## src/rtl/serial_greater_equal_pkg.sv

```systemverilog
// Shared serial-ALU definitions: FSM state encoding and result-word bit positions.
package serial_greater_equal_pkg;

  typedef enum logic [1:0] {
    IDLE = 2'd0,
    BUSY = 2'd1,
    DONE = 2'd2
  } state_e;

  localparam int unsigned RESULT_FLAG_BIT = 0;
  localparam int unsigned RESULT_EQ_BIT   = 1;

endpackage

```

## src/rtl/serial_sub_bit.sv

```systemverilog
// One-bit full subtractor cell (a - b - borrow) for bit-serial ALU operations.
module serial_sub_bit (
  input  logic a_i,
  input  logic b_i,
  input  logic borrow_in,
  output logic diff,
  output logic borrow_out
);

  assign diff       = a_i ^ b_i ^ borrow_in;
  assign borrow_out = (~a_i & b_i) | (~(a_i ^ b_i) & borrow_in);

endmodule

```

## src/rtl/serial_greater_equal.sv

```systemverilog
// Bit-serial a >= b comparator (LSB first, one borrow flop), signed/unsigned per transaction.
// Optional equality flag in out[1] when SERIAL_GE_EQ_FLAG_EN is defined.
module serial_greater_equal #(
  parameter int unsigned N = 8
) (
  input  logic         clk,
  input  logic         rst_n,
  input  logic         in_valid,
  output logic         in_ready,
  input  logic [N-1:0] a,
  input  logic [N-1:0] b,
  input  logic         is_signed,
  output logic         out_valid,
  input  logic         out_ready,
  output logic [N-1:0] out
);

  import serial_greater_equal_pkg::*;

  if (N < 2) begin : g_bad_width
    $error("serial_greater_equal: N must be >= 2");
  end

  localparam int unsigned CNT_W = (N < 2) ? 1 : $clog2(N);
  localparam logic [CNT_W-1:0] LAST_BIT = CNT_W'(N - 1);

  state_e           state_q, state_d;
  logic [N-1:0]     a_q, a_d;
  logic [N-1:0]     b_q, b_d;
  logic             is_signed_q, is_signed_d;
  logic             a_msb_q, a_msb_d;
  logic             b_msb_q, b_msb_d;
  logic             borrow_q, borrow_d;
  logic [CNT_W-1:0] cnt_q, cnt_d;
  logic             in_ready_q, in_ready_d;
  logic             out_valid_q, out_valid_d;
  logic [N-1:0]     out_q, out_d;

  logic diff;
  logic borrow_out;
  logic lt_u;
  logic lt_s;
  logic lt;

  serial_sub_bit u_sub_bit (
    .a_i        (a_q[0]),
    .b_i        (b_q[0]),
    .borrow_in  (borrow_q),
    .diff       (diff),
    .borrow_out (borrow_out)
  );

`ifdef SERIAL_GE_EQ_FLAG_EN
  logic any_diff_q, any_diff_d;
`else
  logic unused_diff;
  assign unused_diff = diff;
`endif

  // Next-state, datapath and registered-output logic
  always_comb begin
    state_d     = state_q;
    a_d         = a_q;
    b_d         = b_q;
    is_signed_d = is_signed_q;
    a_msb_d     = a_msb_q;
    b_msb_d     = b_msb_q;
    borrow_d    = borrow_q;
    cnt_d       = cnt_q;
    in_ready_d  = in_ready_q;
    out_valid_d = out_valid_q;
    out_d       = out_q;
    lt_u        = borrow_out;
    lt_s        = (a_msb_q ^ b_msb_q) ? a_msb_q : borrow_out;
    lt          = is_signed_q ? lt_s : lt_u;
`ifdef SERIAL_GE_EQ_FLAG_EN
    any_diff_d  = any_diff_q;
`endif

    case (state_q)
      IDLE: begin
        if (in_valid && in_ready_q) begin
          a_d         = a;
          b_d         = b;
          is_signed_d = is_signed;
          a_msb_d     = a[N-1];
          b_msb_d     = b[N-1];
          borrow_d    = 1'b0;
          cnt_d       = '0;
          in_ready_d  = 1'b0;
          state_d     = BUSY;
`ifdef SERIAL_GE_EQ_FLAG_EN
          any_diff_d  = 1'b0;
`endif
        end
      end

      BUSY: begin
        a_d      = a_q >> 1;
        b_d      = b_q >> 1;
        borrow_d = borrow_out;
`ifdef SERIAL_GE_EQ_FLAG_EN
        any_diff_d = any_diff_q | diff;
`endif
        if (cnt_q == LAST_BIT) begin
          // Counter holds at N-1; the result word is formed from the final borrow
          out_d                  = '0;
          out_d[RESULT_FLAG_BIT] = ~lt;
`ifdef SERIAL_GE_EQ_FLAG_EN
          out_d[RESULT_EQ_BIT]   = ~(any_diff_q | diff);
`endif
          out_valid_d            = 1'b1;
          state_d                = DONE;
        end else begin
          cnt_d = cnt_q + CNT_W'(1);
        end
      end

      DONE: begin
        if (out_ready) begin
          out_valid_d = 1'b0;
          in_ready_d  = 1'b1;
          state_d     = IDLE;
        end
      end

      default: begin
        state_d     = IDLE;
        in_ready_d  = 1'b1;
        out_valid_d = 1'b0;
      end
    endcase
  end

  always_ff @(posedge clk or negedge rst_n) begin
    if (!rst_n) begin
      state_q     <= IDLE;
      a_q         <= '0;
      b_q         <= '0;
      is_signed_q <= 1'b0;
      a_msb_q     <= 1'b0;
      b_msb_q     <= 1'b0;
      borrow_q    <= 1'b0;
      cnt_q       <= '0;
      in_ready_q  <= 1'b1;
      out_valid_q <= 1'b0;
      out_q       <= '0;
    end else begin
      state_q     <= state_d;
      a_q         <= a_d;
      b_q         <= b_d;
      is_signed_q <= is_signed_d;
      a_msb_q     <= a_msb_d;
      b_msb_q     <= b_msb_d;
      borrow_q    <= borrow_d;
      cnt_q       <= cnt_d;
      in_ready_q  <= in_ready_d;
      out_valid_q <= out_valid_d;
      out_q       <= out_d;
    end
  end

`ifdef SERIAL_GE_EQ_FLAG_EN
  always_ff @(posedge clk or negedge rst_n) begin
    if (!rst_n) begin
      any_diff_q <= 1'b0;
    end else begin
      any_diff_q <= any_diff_d;
    end
  end
`endif

  assign in_ready  = in_ready_q;
  assign out_valid = out_valid_q;
  assign out       = out_q;

endmodule

```

## config.mk

```make
export PLATFORM = sky130hd
export DESIGN_NAME = serial_greater_equal
export DESIGN_NICKNAME = d
export VERILOG_FILES = /design/src/rtl/serial_greater_equal_pkg.sv /design/src/rtl/serial_sub_bit.sv /design/src/rtl/serial_greater_equal.sv
export SDC_FILE = /design/constraint.sdc
export NUM_CORES = 1
export LEC_CHECK = 0
export CAP_MARGIN = 30
export CORE_MARGIN = 3
export CORE_UTILIZATION = 52
export CTS_CLUSTER_DIAMETER = 100
export DETAILED_ROUTE_END_ITERATION = 10
export GPL_TIMING_DRIVEN = 0
export PLACE_DENSITY = 0.82
export RECOVER_POWER = 25
export SYNTH_ARGS = -nofsm -noshare
export SYNTH_HDL_FRONTEND = slang
export SYNTH_SLANG_ARGS = --single-unit
export TNS_END_PERCENT = 1
```

## constraint.sdc

```tcl
create_clock -name clk -period 2.8 [get_ports clk]
set_input_delay 0.56 -clock clk [delete_from_list [all_inputs] [get_ports clk]]
set_output_delay 0.56 -clock clk [all_outputs]
set_load 0.02 [all_outputs]
```

==> results_dict.tcl, run 1 <==
set metrics [dict create \
    ys_ff_latch 28 \
    layout_cell_share_with_drive_strength_beyond_1_pct 12.1 \
    critical_path_depth 1 \
    cts.sink_count 28 \
    remaining_drc_errors 0 \
    clockPowerShare_pct 15.8 \
    first_global_vias 983 \
    clock_tree_from_tritoncts "built" \
    place_worst_setup_slack_ns 0.745 \
    utilization_pct 71.7 \
    rel_slew_slack_pct 27.2 \
    setup-tns-final_ns 0 \
    insertion_delay_ns 0.33 \
    dr_vias_cell 5.22 \
    timing.final.setup_violations 0 \
    layout.area.seq_um2 702 \
    cts-resized-gates 0 \
    dpl.cell_count 181 \
    power.switching_fraction_pct 32.6 \
    cts_hold_buf 0 \
    layout-area-overhead-vs-synth_pct 24.3 \
    power.switching_mw 0.416 \
    critical_path.cell_chain "clkdlybuf4s50_1" \
    ys_seq_area_share_pct 52.0 \
    synth_cells 123 \
    yosys-top-cells-area "sky130_fd_sc_hd__dfrtp_1 (50%), sky130_fd_sc_hd__mux2i_1 (10%), sky130_fd_sc_hd__a21oi_1 (7.1%), sky130_fd_sc_hd__buf_4 (4.5%), sky130_fd_sc_hd__nor2_1 (4.5%)" \
    drt-pass1-iter-count 5 \
    p_comb_share_pct 33.3 \
    cpLargestDelayFamily "buffers and inverters" \
    vias 966 \
    fill_cells 168 \
    die_w_um 56.9 \
    cp-end-kind "output port" \
    min_delay_path_depth 2 \
    insertedDiodeCount 0 \
    layout.cell_area.non_filler_um2 1680 \
    antenna_found_initial 0 \
    timing_max_transition_violations_final 0 \
    ir_worst_vdd_mv 0.527 \
    timing.critical_path.required_ns 2.24 \
    synth_cell_types 25 \
    slowest_delay_ns 0.61 \
    wire_per_inst_um 14.1 \
    worst_clock_skew_ns 0.00651 \
    top_level_ports 31 \
    static-leakage-power_nw 0.727 \
    design.final.nets 182 \
    rsz0062_at_grt "false" \
    dieArea_um2 3240 \
    post_synth.cell_area_avg_um2 11.0 \
    grt.overflow.total 0 \
    holdWs_ns 0.502 \
    std_cell_rows 17 \
    instances_no_fill 185 \
    cts_inserted_buffers 3 \
    synth_warnings 0 \
    reg2reg_depth 5 \
    timing_worst_setup_path_type "register to output port" \
    finalHoldViolations 0 \
    worst_pin_slew_ns 1.09 \
    result_of_the_run "finished clean" \
    grt_max_degree 22 \
    antenna_left 0 \
    clockBufferDepth 2 \
    cts_root_buf "sky130_fd_sc_hd__clkbuf_4" \
    cap_viol_max_count 0 \
    global_route_wire_length_before_repair_um 4700 \
    fp.dieH_um 56.9 \
    track_usage_pct 18.6 \
    worst_ep_arrival_time_ns 1.52 \
    total_power_mw 1.28 \
    cts.repair_timing.setup_buffer_count 0 \
    setup.worst_path.start_class "register" \
    placement.cell_area_um2 1660 \
    setup_slack_ns 0.717 \
    critical_path.max_fanout 4 \
    critical_path.slowest_cell "sky130_fd_sc_hd__clkdlybuf4s50_1" \
    p_int_mw 0.860 \
    netlist.top_cell.by_area "sky130_fd_sc_hd__dfrtp_1" \
    synth_top_area_share_pct 50.1 \
    fin_crit_sh_pct 74.4 \
    maxClockFrequency_mhz 480 \
    gp_routability_congestion 0.718 \
    cell_area_synth_um2 1350 \
    period_minus_slack_ns 2.08 \
    start_util_pct 57.6 \
    place.port_buffers 23 \
    finalWirelength_um 2620 \
    power.share.sequential_pct 50.9 \
    critical_path_buffer_and_inverter_count 1 \
    fp.coreArea_um2 2340 \
    drt_iter0_drc 24 \
    clk_transition_reported_paths_ns 0.15 \
    htree_num_levels 1 \
    place_hpwl_um 1970 \
    multi_input_area_um2 532 \
    min-delay-path-class "register to register" \
    power_density_nw_per_um2 761 \
]
-- registers in the layout, indices dropped and copies added (netlist names) --
name / cells
is_signed_q: 1
in_ready: 1
a_msb_q: 1
b_msb_q: 1
borrow_q: 1
b_q: 8
a_q: 8
cnt_q: 3
state_q: 2
out_valid: 1
out: 1
-- cells in the final DEF (no fill, tap or decap), types with 2 or more instances in the layout --
cell type,synthesis,final
sky130_fd_sc_hd__mux2i_1,14,14
sky130_fd_sc_hd__mux2_2,3,3
sky130_fd_sc_hd__clkbuf_4,0,3
sky130_fd_sc_hd__clkdlybuf4s50_1,0,22
sky130_fd_sc_hd__dfrtp_1,27,27
sky130_fd_sc_hd__nand2b_1,2,2
sky130_fd_sc_hd__buf_4,8,8
sky130_fd_sc_hd__clkbuf_1,3,4
sky130_fd_sc_hd__conb_1,1,7
sky130_fd_sc_hd__a21oi_1,19,19
sky130_fd_sc_hd__inv_1,4,4
sky130_fd_sc_hd__nand2_1,5,5
sky130_fd_sc_hd__nor2_1,16,16
sky130_fd_sc_hd__o21ai_0,2,2
sky130_fd_sc_hd__buf_12,2,2
sky130_fd_sc_hd__a22o_1,4,4
sky130_fd_sc_hd__ha_1,3,3
-- kinds of logic (layout without fill, tap and decap cells) --
kind of cell,count (synthesis),in the layout,share of synthesized area [%]
mux,18,18,13.7
fa+ha+maj,3,3,2.78
simple gates,27,27,9.00
other cells,1,7,0.278
buf+inv,18,46,10.2
flops,28,28,52.0
compound gates,28,28,12.0
-- layout make-up --
cell class / count / area share (%)
inverters: 4 / 0.896
multi-input cells: 83 / 31.7
flip-flops and latches: 28 / 41.9
repair buffers: 24 / 14.0
clock buffers: 4 / 2.16
well taps: 28 / 2.09
plain buffers: 14 / 7.31
-- final timing paths --
path / startpoint / endpoint / slack, ns
setup / recovery: in_ready / in_ready / 0.72
hold / removal: out[0] / out[0] / 0.50
setup reg to reg: cnt_q[0] / cnt_q[0] / 1.01
hold reg to reg: out[0] / out[0] / 0.50
max in group asynchronous: rst_n / out_valid / 0.95
min in group asynchronous: rst_n / b_q[4] / 0.54
-- power by group through the flow --
stage               clock [mW]  sequential (mW)  combinational [mW]
global placement             0            0.646               0.404
finish                   0.201            0.649               0.426
CTS                      0.204            0.650               0.436
detailed placement           0            0.659               0.434
floorplan                    0            0.645               0.302
global route             0.218            0.669               0.488
-- layer usage --
metal	routed length, µm	track usage [%]	part of all wire, %	up-vias
met4	44	6.95	1.7	0
met1	1160	25.7	44	458
met2	1290	29.5	49	24
met3	124	2.94	4.7	5
met5	0	0	0	-
li1	-	-	-	479
-- worst register-to-register path, stage by stage, from the launching register on --
cell and delay [ns]:
sky130_fd_sc_hd__dfrtp_1 0.42, sky130_fd_sc_hd__ha_1 0.20, sky130_fd_sc_hd__ha_1 0.21, sky130_fd_sc_hd__nor3b_1 0.42
sky130_fd_sc_hd__nor2_1 0.16, sky130_fd_sc_hd__mux2_2 0.29
-- synthesized netlist by cell type --
cell type,number
sky130_fd_sc_hd__nor4bb_1,1
sky130_fd_sc_hd__o22ai_1,1
sky130_fd_sc_hd__buf_4,8
sky130_fd_sc_hd__o21ai_0,2
sky130_fd_sc_hd__mux2i_1,14
sky130_fd_sc_hd__o31ai_1,1
sky130_fd_sc_hd__mux2_1,1
sky130_fd_sc_hd__mux2_2,3
sky130_fd_sc_hd__nor3_1,1
sky130_fd_sc_hd__dfrtp_1,27
sky130_fd_sc_hd__dfstp_2,1
sky130_fd_sc_hd__clkbuf_1,3
sky130_fd_sc_hd__ha_1,3
sky130_fd_sc_hd__inv_1,4
sky130_fd_sc_hd__buf_12,2
sky130_fd_sc_hd__nor2_1,16
sky130_fd_sc_hd__nor3b_1,1
sky130_fd_sc_hd__nand3b_1,1
sky130_fd_sc_hd__nand2_1,5
sky130_fd_sc_hd__nand2b_1,2
sky130_fd_sc_hd__buf_6,1
sky130_fd_sc_hd__conb_1,1
sky130_fd_sc_hd__a21oi_1,19
sky130_fd_sc_hd__a21boi_0,1
sky130_fd_sc_hd__a22o_1,4
(Power assumes the default switching activity.)
==> run 2, diff against run 1 <==
CORE_UTILIZATION = 49   (was 52)
PLACE_DENSITY = 0.78   (was 0.82)
clock period = 2 ns   (was 2.8 ns; I/O delays follow)
==> run 2 against run 1 <==
  * Total power grew 39%
  * Sequential cell count is the same
  * Cell count grew 1.1%
  * First-iteration DRC count grew 38%
  * Clock power grew 35%
  * Register-to-register slack lost 0.79 ns
  * Via count shrank 1.1%
  * Sequential share of layout area shrank 0.062 points
  * Count of clock-buffer cells in the layout is the same
  * Core utilization shrank 5.7 points
  * Final area grew 0.15%
  * Critical path depth is the same
  * Critical endpoint unchanged
  * Largest cell class unchanged
  * Largest power group unchanged
==> results_dict.tcl, run 2 (synthesis results as in run 1) <==
set metrics [dict create \
    cts.sink_count 28 \
    timing_worst_setup_path_type "register to output port" \
    global_route_wire_length_before_repair_um 4280 \
    rel_slew_slack_pct 42.5 \
    critical_path.max_fanout 4 \
    worst_pin_slew_ns 0.862 \
    gp_routability_congestion 0.782 \
    static-leakage-power_nw 0.727 \
    vias 955 \
    remaining_drc_errors 0 \
    dieArea_um2 3420 \
    power_density_nw_per_um2 1050 \
    ir_worst_vdd_mv 0.786 \
    grt_max_degree 17 \
    cts_hold_buf 0 \
    std_cell_rows 18 \
    antenna_left 0 \
    result_of_the_run "finished clean" \
    top_level_ports 31 \
    dpl.cell_count 183 \
    maxClockFrequency_mhz 522 \
    cap_viol_max_count 0 \
    clockBufferDepth 2 \
    min-delay-path-class "input pin to async pin" \
    drt_iter0_drc 33 \
    worst_ep_arrival_time_ns 1.52 \
    utilization_pct 66.0 \
    first_global_vias 987 \
    cts_root_buf "sky130_fd_sc_hd__clkbuf_4" \
    fin_crit_sh_pct 95.9 \
    htree_num_levels 1 \
    antenna_found_initial 0 \
    worst_clock_skew_ns 0.00419 \
    mostFrequentLayoutCells "sky130_fd_sc_hd__dfrtp_1 (27), sky130_fd_sc_hd__clkdlybuf4s50_1 (22), sky130_fd_sc_hd__a21oi_1 (19)" \
    critical_path.cell_chain "clkdlybuf4s50_1" \
    place_hpwl_um 1960 \
    p_int_mw 1.20 \
    finalWirelength_um 2500 \
    finalHoldViolations 0 \
    timing_max_transition_violations_final 0 \
    instances_no_fill 187 \
    place.port_buffers 23 \
    cts-resized-gates 0 \
    layout_cell_share_with_drive_strength_beyond_1_pct 12.1 \
    start_util_pct 53.0 \
    fp.coreArea_um2 2540 \
    clock_tree_from_tritoncts "built" \
    insertedDiodeCount 0 \
    wire_per_inst_um 13.4 \
    insertion_delay_ns 0.32 \
    timing.final.setup_violations 0 \
    p_comb_share_pct 33.3 \
    dr_vias_cell 5.11 \
    total_power_mw 1.77 \
    power.share.sequential_pct 51.4 \
    clk_transition_reported_paths_ns 0.14 \
    cts_inserted_buffers 3 \
    power.switching_fraction_pct 32.1 \
    cpLargestDelayFamily "buffers and inverters" \
    fp.dieH_um 58.5 \
    layout-area-overhead-vs-synth_pct 24.5 \
    track_usage_pct 16.1 \
    critical_path.slowest_cell "sky130_fd_sc_hd__clkdlybuf4s50_1" \
    die_w_um 58.5 \
    clockPowerShare_pct 15.3 \
    biggestRegsByFlops "a_q (8), b_q (8), cnt_q (3)" \
    cp-end-kind "output port" \
    rsz0062_at_grt "false" \
    timing.critical_path.required_ns 1.60 \
    period_minus_slack_ns 1.92 \
    design.final.nets 182 \
    power.switching_mw 0.568 \
    setup-tns-final_ns 0 \
    setup.worst_path.start_class "register" \
    slowest_delay_ns 0.62 \
    commonest_non_fill_non_tap_cell_in_the_layout "sky130_fd_sc_hd__dfrtp_1" \
    critical_path_buffer_and_inverter_count 1 \
    cts.repair_timing.setup_buffer_count 0 \
    holdWs_ns 0.494 \
    drt-pass1-iter-count 4 \
    grt.overflow.total 0 \
]
run 2: metrics by stage:
stage | area, µm² | setup slack [ns]
CTS | 1700 | 0.0751
global placement | 1640 | 0.115
global route | 1680 | 0.0380
finish | 1680 | 0.0828
floorplan | 1370 | 0.389
detailed placement | 1670 | 0.104
run 2: area by class of cell:
cell class	count	area, µm²
clock buffer	4	36.3
buffer	14	123
sequential	28	702
fill	222	866
multi-input combinational	83	532
timing repair buffer	24	234
tap	30	37.5
inverter	4	15.0
run 2: routing by layer:
layer | global-route usage, % | part of all wire (%) | vias to the layer above | routed length [µm]
met5 | 0 | 0 | - | 0
met4 | 5.63 | 0 | 0 | 0
met2 | 27.0 | 49 | 19 | 1240
li1 | - | - | 475 | -
met1 | 21.3 | 47 | 461 | 1170
met3 | 2.41 | 3.8 | 0 | 96
run 2: worst reg2reg max path: cells and delay by family (launching register included):
family	cells	cell delay [ns]
adders and majority gates	2	0.43
DFF	1	0.42
muxes	1	0.29
and+or+nand+nor	2	0.54
run 2: power by group through the flow:
stage	Combinational [mW]	Clock (mW)	Sequential, mW
after floorplan	0.422	0	0.903
after global placement	0.563	0	0.907
after detailed placement	0.608	0	0.922
after CTS	0.607	0.279	0.910
after global routing	0.673	0.299	0.938
final	0.590	0.271	0.910
run 2: final timing paths:
check                      slack, ns    endpoint  cells past startpoint     start
setup reg to reg                0.22    cnt_q[0]                      5  cnt_q[0]
hold / removal                  0.49      b_q[0]                      1     rst_n
hold reg to reg                 0.50     a_msb_q                      1   a_msb_q
max in group asynchronous       0.34  state_q[0]                      2     rst_n
min in group clk                0.50     a_msb_q                      1   a_msb_q
setup / recovery                0.08    in_ready                      1  in_ready
==> RTL edit 1 (flow settings as in run 2) <==
Take the reset off `a_q` and load it in a clocked block of its own.
--- a/src/rtl/serial_greater_equal.sv
+++ b/src/rtl/serial_greater_equal.sv
@@ -135,7 +135,6 @@
   always_ff @(posedge clk or negedge rst_n) begin
     if (!rst_n) begin
       state_q     <= IDLE;
-      a_q         <= '0;
       b_q         <= '0;
       is_signed_q <= 1'b0;
       a_msb_q     <= 1'b0;
@@ -147,7 +146,6 @@
       out_q       <= '0;
     end else begin
       state_q     <= state_d;
-      a_q         <= a_d;
       b_q         <= b_d;
       is_signed_q <= is_signed_d;
       a_msb_q     <= a_msb_d;
@@ -158,6 +156,10 @@
       out_valid_q <= out_valid_d;
       out_q       <= out_d;
     end
+  end
+
+  always_ff @(posedge clk) begin
+    a_q <= a_d;
   end
 
 `ifdef SERIAL_GE_EQ_FLAG_EN
Function: no difference found for any inputs over 10 cycles, from zero or initial values and one cycle with rst_n low; that may be too few to reach the edited logic, so the function may still have changed.
==> RTL edit 1 against run 2 <==
Via count shrank 9.7%. Sequential share of layout area grew 3.0 points. Die area shrank 2.6%. Final area shrank 1.4%. Synthesized area shrank 2.9%. Core utilization grew 0.24 points. Worst setup slack gained 0.014 ns. Sequential cell count is the same. Final cell count shrank 7.5%. Wire length shrank 12%. First-iteration DRC count shrank 73%. Total power grew 0.71%. Critical endpoint unchanged. Largest power group unchanged. Highest routed layer is now met4.
==> RTL edit 1: results <==
{
  "status": "completed",
  "yosysSeqAreaShare_pct": 56.6,
  "pre_cts_ws_ns": -0.115,
  "clock_latency_ns": 0.32,
  "hold_path_class": "register to register",
  "power_switching_mw": 0.518,
  "fillers": 223,
  "slowest_delay_ns": 0.60,
  "wirelength_um": 2190,
  "wl_met2_um": 1100,
  "finalWeightedCongestion": 0.679,
  "tightest_slew_ns": 0.887,
  "synthArstFlopShare_pct": 71.4,
  "clock_net_power_mw": 0.363,
  "critPathTopFamily": "buffers and inverters",
  "p_seq_share_pct": 50.0,
  "detail_route.wl_per_cell_um": 12.6,
  "wl_met3_um": 107,
  "p_leak_nw": 0.706,
  "antenna_found_initial": 0,
  "synth_edf_count": 8,
  "drive_above_1_share_pct": 19.6,
  "fin_ws_ns": 0.0967,
  "grt_pass1_vias": 869,
  "drt_pass1_iterations": 2,
  "whs_ns": 0.526,
  "cts.root.buffer_cell": "clkbuf_4",
  "drt-initial-drc-count": 9,
  "nNetsFinal": 168,
  "critPathMaxFanout": 4,
  "power_mw": 1.78,
  "dp_hpwl_um": 1650,
  "grt_pass1_wl_um": 3800,
  "ir_drop_mv": 0.827,
  "rrSetupSlack_ns": 0.24,
  "power.density_nw_per_um2": 1080,
  "avgSynthCellArea_um2": 11.9,
  "worstReg2RegStart": "cnt_q[0]",
  "grt_max_degree": 21,
  "synth_common_cells": "19 x dfrtp_1, 11 x a21oi_1, 10 x mux2_2, 10 x nor2_1",
  "top_layer": "met4",
  "drt-met1-wl_um": 967,
  "htreeDepth": 1,
  "skew_ns": 0.00129,
  "cts_buffer_depth": 2,
  "n_antenna_cell": 0,
  "grtUsageTotal_pct": 14.9,
  "path_clk_slew_ns": 0.14,
  "synth_area_leaders": "dfrtp_1 36%, edfxtp_1 18%, mux2_2 8.6%, mux2i_1 5.3%, buf_4 4.6%",
  "via_per_inst": 4.98,
  "placed_area_um2": 1600,
  "min_from": "cnt_q[1]"
}
## RTL edit 1: what timing repair did
action / in CTS / in global routing
hold buffers: 0 / 0
setup endpoints to repair: 0 / 8
gates resized for setup: 0 / 1
## RTL edit 1: cells by family (layout without fill, tap and decap cells)
| logic type | Yosys count | count (layout) | synth area share, % |
|---|---|---|---|
| AND/OR/NAND/NOR | 27 | 27 | 9.93 |
| other | 1 | 7 | 0.286 |
| flip-flops | 28 | 28 | 56.6 |
| buffers and inverters | 16 | 43 | 8.40 |
| adder cells (fa/ha/maj) | 3 | 3 | 2.87 |
| multiplexers | 17 | 17 | 13.9 |
| AO/OA/AOI/OAI | 18 | 18 | 7.93 |
## RTL edit 1: worst max-delay path by stage
stage	from	endpoint	depth (start not counted)
2_1_floorplan	in_ready	a_q[0]	5
3_3_place_gp	in_valid	a_q[5]	6
3_5_place_dp	in_valid	a_q[5]	6
4_1_cts	in_ready	in_ready	1
5_1_grt	in_ready	in_ready	1
6_report	in_ready	in_ready	1
## RTL edit 1: area by class of cell
cell class / count / area [um2] / area share [%]
clock buffers: 3 / 22.5 / 1.36
plain buffers: 12 / 95.1 / 5.74
well taps: 30 / 37.5 / 2.27
repair buffers: 23 / 230 / 13.9
multi-input cells: 72 / 483 / 29.2
flip-flops and latches: 28 / 742 / 44.8
inverters: 4 / 15.0 / 0.907
clock inverters: 1 / 30.0 / 1.81
## RTL edit 1: per-layer routing
metal | vias to the layer above | GRT usage [%]
met4 | 0 | 5.96
met2 | 18 | 24.8
met5 | - | 0
met3 | 2 | 2.45
met1 | 410 | 19.4
li1 | 432 | -
==> RTL edit 2 (config.mk and constraints of run 2) <==
Without the edit above. Build with the macro `SERIAL_GE_EQ_FLAG_EN` defined.
--- a/src/rtl/serial_greater_equal.sv
+++ b/src/rtl/serial_greater_equal.sv
@@ -1,5 +1,7 @@
 // Bit-serial a >= b comparator (LSB first, one borrow flop), signed/unsigned per transaction.
 // Optional equality flag in out[1] when SERIAL_GE_EQ_FLAG_EN is defined.
+`define SERIAL_GE_EQ_FLAG_EN
+
 module serial_greater_equal #(
   parameter int unsigned N = 8
 ) (
Behaviour: not the same (Yosys sat finds a counterexample within 10 cycles, from zero or initial values and one cycle with rst_n low).
==> RTL edit 2 against run 2 <==
Wire length is 4.4% higher. Total power up 17%. Maximum frequency rose by 1.9%. Worst setup slack gained 0.037 ns. Synthesized area up 4.4%. Sequential cell count increased by 2. Final area is 5.1% higher. Critical path type unchanged.
==> RTL edit 2: results <==
{
  "ir_drop_mv": 0.725,
  "drt-initial-drc-count": 20,
  "skew_ns": 0.00617,
  "tightest_slew_ns": 0.938,
  "numCtsBuffers": 5,
  "slowest_delay_ns": 0.61,
  "post_cts_resized": 0,
  "post_cts_buffers": 0,
  "crit_arrival_ns": 1.48,
  "hold_path_class": "primary input to asynchronous set/reset pin",
  "cpMaxStageDelayCell": "clkdlybuf4s50_1",
  "largestRegisters": "a_q (8), b_q (8), cnt_q (3)",
  "cts.root.buffer_cell": "clkbuf_4",
  "finalWeightedCongestion": 0.764,
  "critPathTopFamily": "buffers and inverters",
  "clock_latency_ns": 0.32,
  "grt_max_degree": 22,
  "pre_cts_ws_ns": 0.142,
  "cts_buffer_depth": 2,
  "drive_above_1_share_pct": 12.6,
  "p_leak_nw": 0.773,
  "yosysSeqAreaShare_pct": 53.4,
  "antenna_found_initial": 0,
  "multiInputGateArea_um2": 561,
  "synthesis.instances": 129,
  "port_buffers": 24,
  "fin_ws_ns": 0.119,
  "nNetsFinal": 190,
  "rrSetupSlack_ns": 0.28,
  "grtUsageTotal_pct": 17.2,
  "placed_area_um2": 1730,
  "yosys_warnings": 0,
  "wirelength_um": 2610,
  "num_vias": 1030,
  "synth_cell_type_count": 27,
  "r2r_cells": 5,
  "via_per_inst": 5.23,
  "dp_hpwl_um": 1960,
  "n_antenna_cell": 0,
  "htreeDepth": 2,
  "grt_pass1_wl_um": 4520,
  "critPathMaxFanout": 4,
  "synthArstFlopShare_pct": 100,
  "status": "completed",
  "drt_pass1_iterations": 4,
  "synth_area_leaders": "dfrtp_1 52%, mux2i_1 10%, a21oi_1 6.8%, nor2_1 4.8%, buf_4 3.7%",
  "fillers": 214,
  "path_clk_slew_ns": 0.09,
  "synth_common_cells": "29 x dfrtp_1, 19 x a21oi_1, 18 x nor2_1"
}
## RTL edit 2: area by class of cell
type                            instances  area share (%)
Clock buffer                            8            2.76
Inverter                                5            1.06
Multi-Input combinational cell         86            31.8
Buffer                                 13            5.39
Timing Repair Buffer                   25            14.3
Sequential cell                        30            42.6
Tap cell                               30            2.13
## RTL edit 2: logic make-up (layout without fill, tap and decap cells)
kind of cell / after synthesis / count (layout) / synth area share [%]
AO/OA/AOI/OAI: 31 / 31 / 13.2
other: 1 / 6 / 0.266
multiplexers: 17 / 17 / 12.4
adder cells (fa/ha/maj): 3 / 3 / 3.20
flip-flops: 30 / 30 / 53.4
AND/OR/NAND/NOR: 29 / 29 / 9.42
buffers and inverters: 18 / 51 / 8.09
## RTL edit 2: per-stage QoR
step,hold WS (ns),power (mW)
CTS,0.446,2.11
global placement,0.461,1.70
detailed placement,0.491,1.77
global route,0.476,2.26
floorplan,0.104,1.52
finish,0.456,2.08
## RTL edit 2: final timing paths
kind                       startpoint        to
min reg2reg                    out[1]    out[1]
max in group asynchronous       rst_n    b_q[7]
min in group clk               out[1]    out[1]
max                          in_ready  in_ready
min                             rst_n  cnt_q[2]
max reg2reg                  cnt_q[0]  cnt_q[0]
## RTL edit 2: power breakdown
| part | internal, mW | switching (mW) | total [mW] |
|---|---|---|---|
| Combinational | 0.371 | 0.421 | 0.792 |
| Sequential | 0.836 | 0.123 | 0.959 |
| Clock | 0.140 | 0.186 | 0.326 |
## RTL edit 2: metal layers
layer / track usage (%) / up-vias / routed length (um)
li1: - / 506 / -
met4: 4.75 / 0 / 38
met1: 23.2 / 491 / 1190
met2: 26.1 / 27 / 1210
met5: 0 / - / 0
met3: 6.54 / 6 / 169
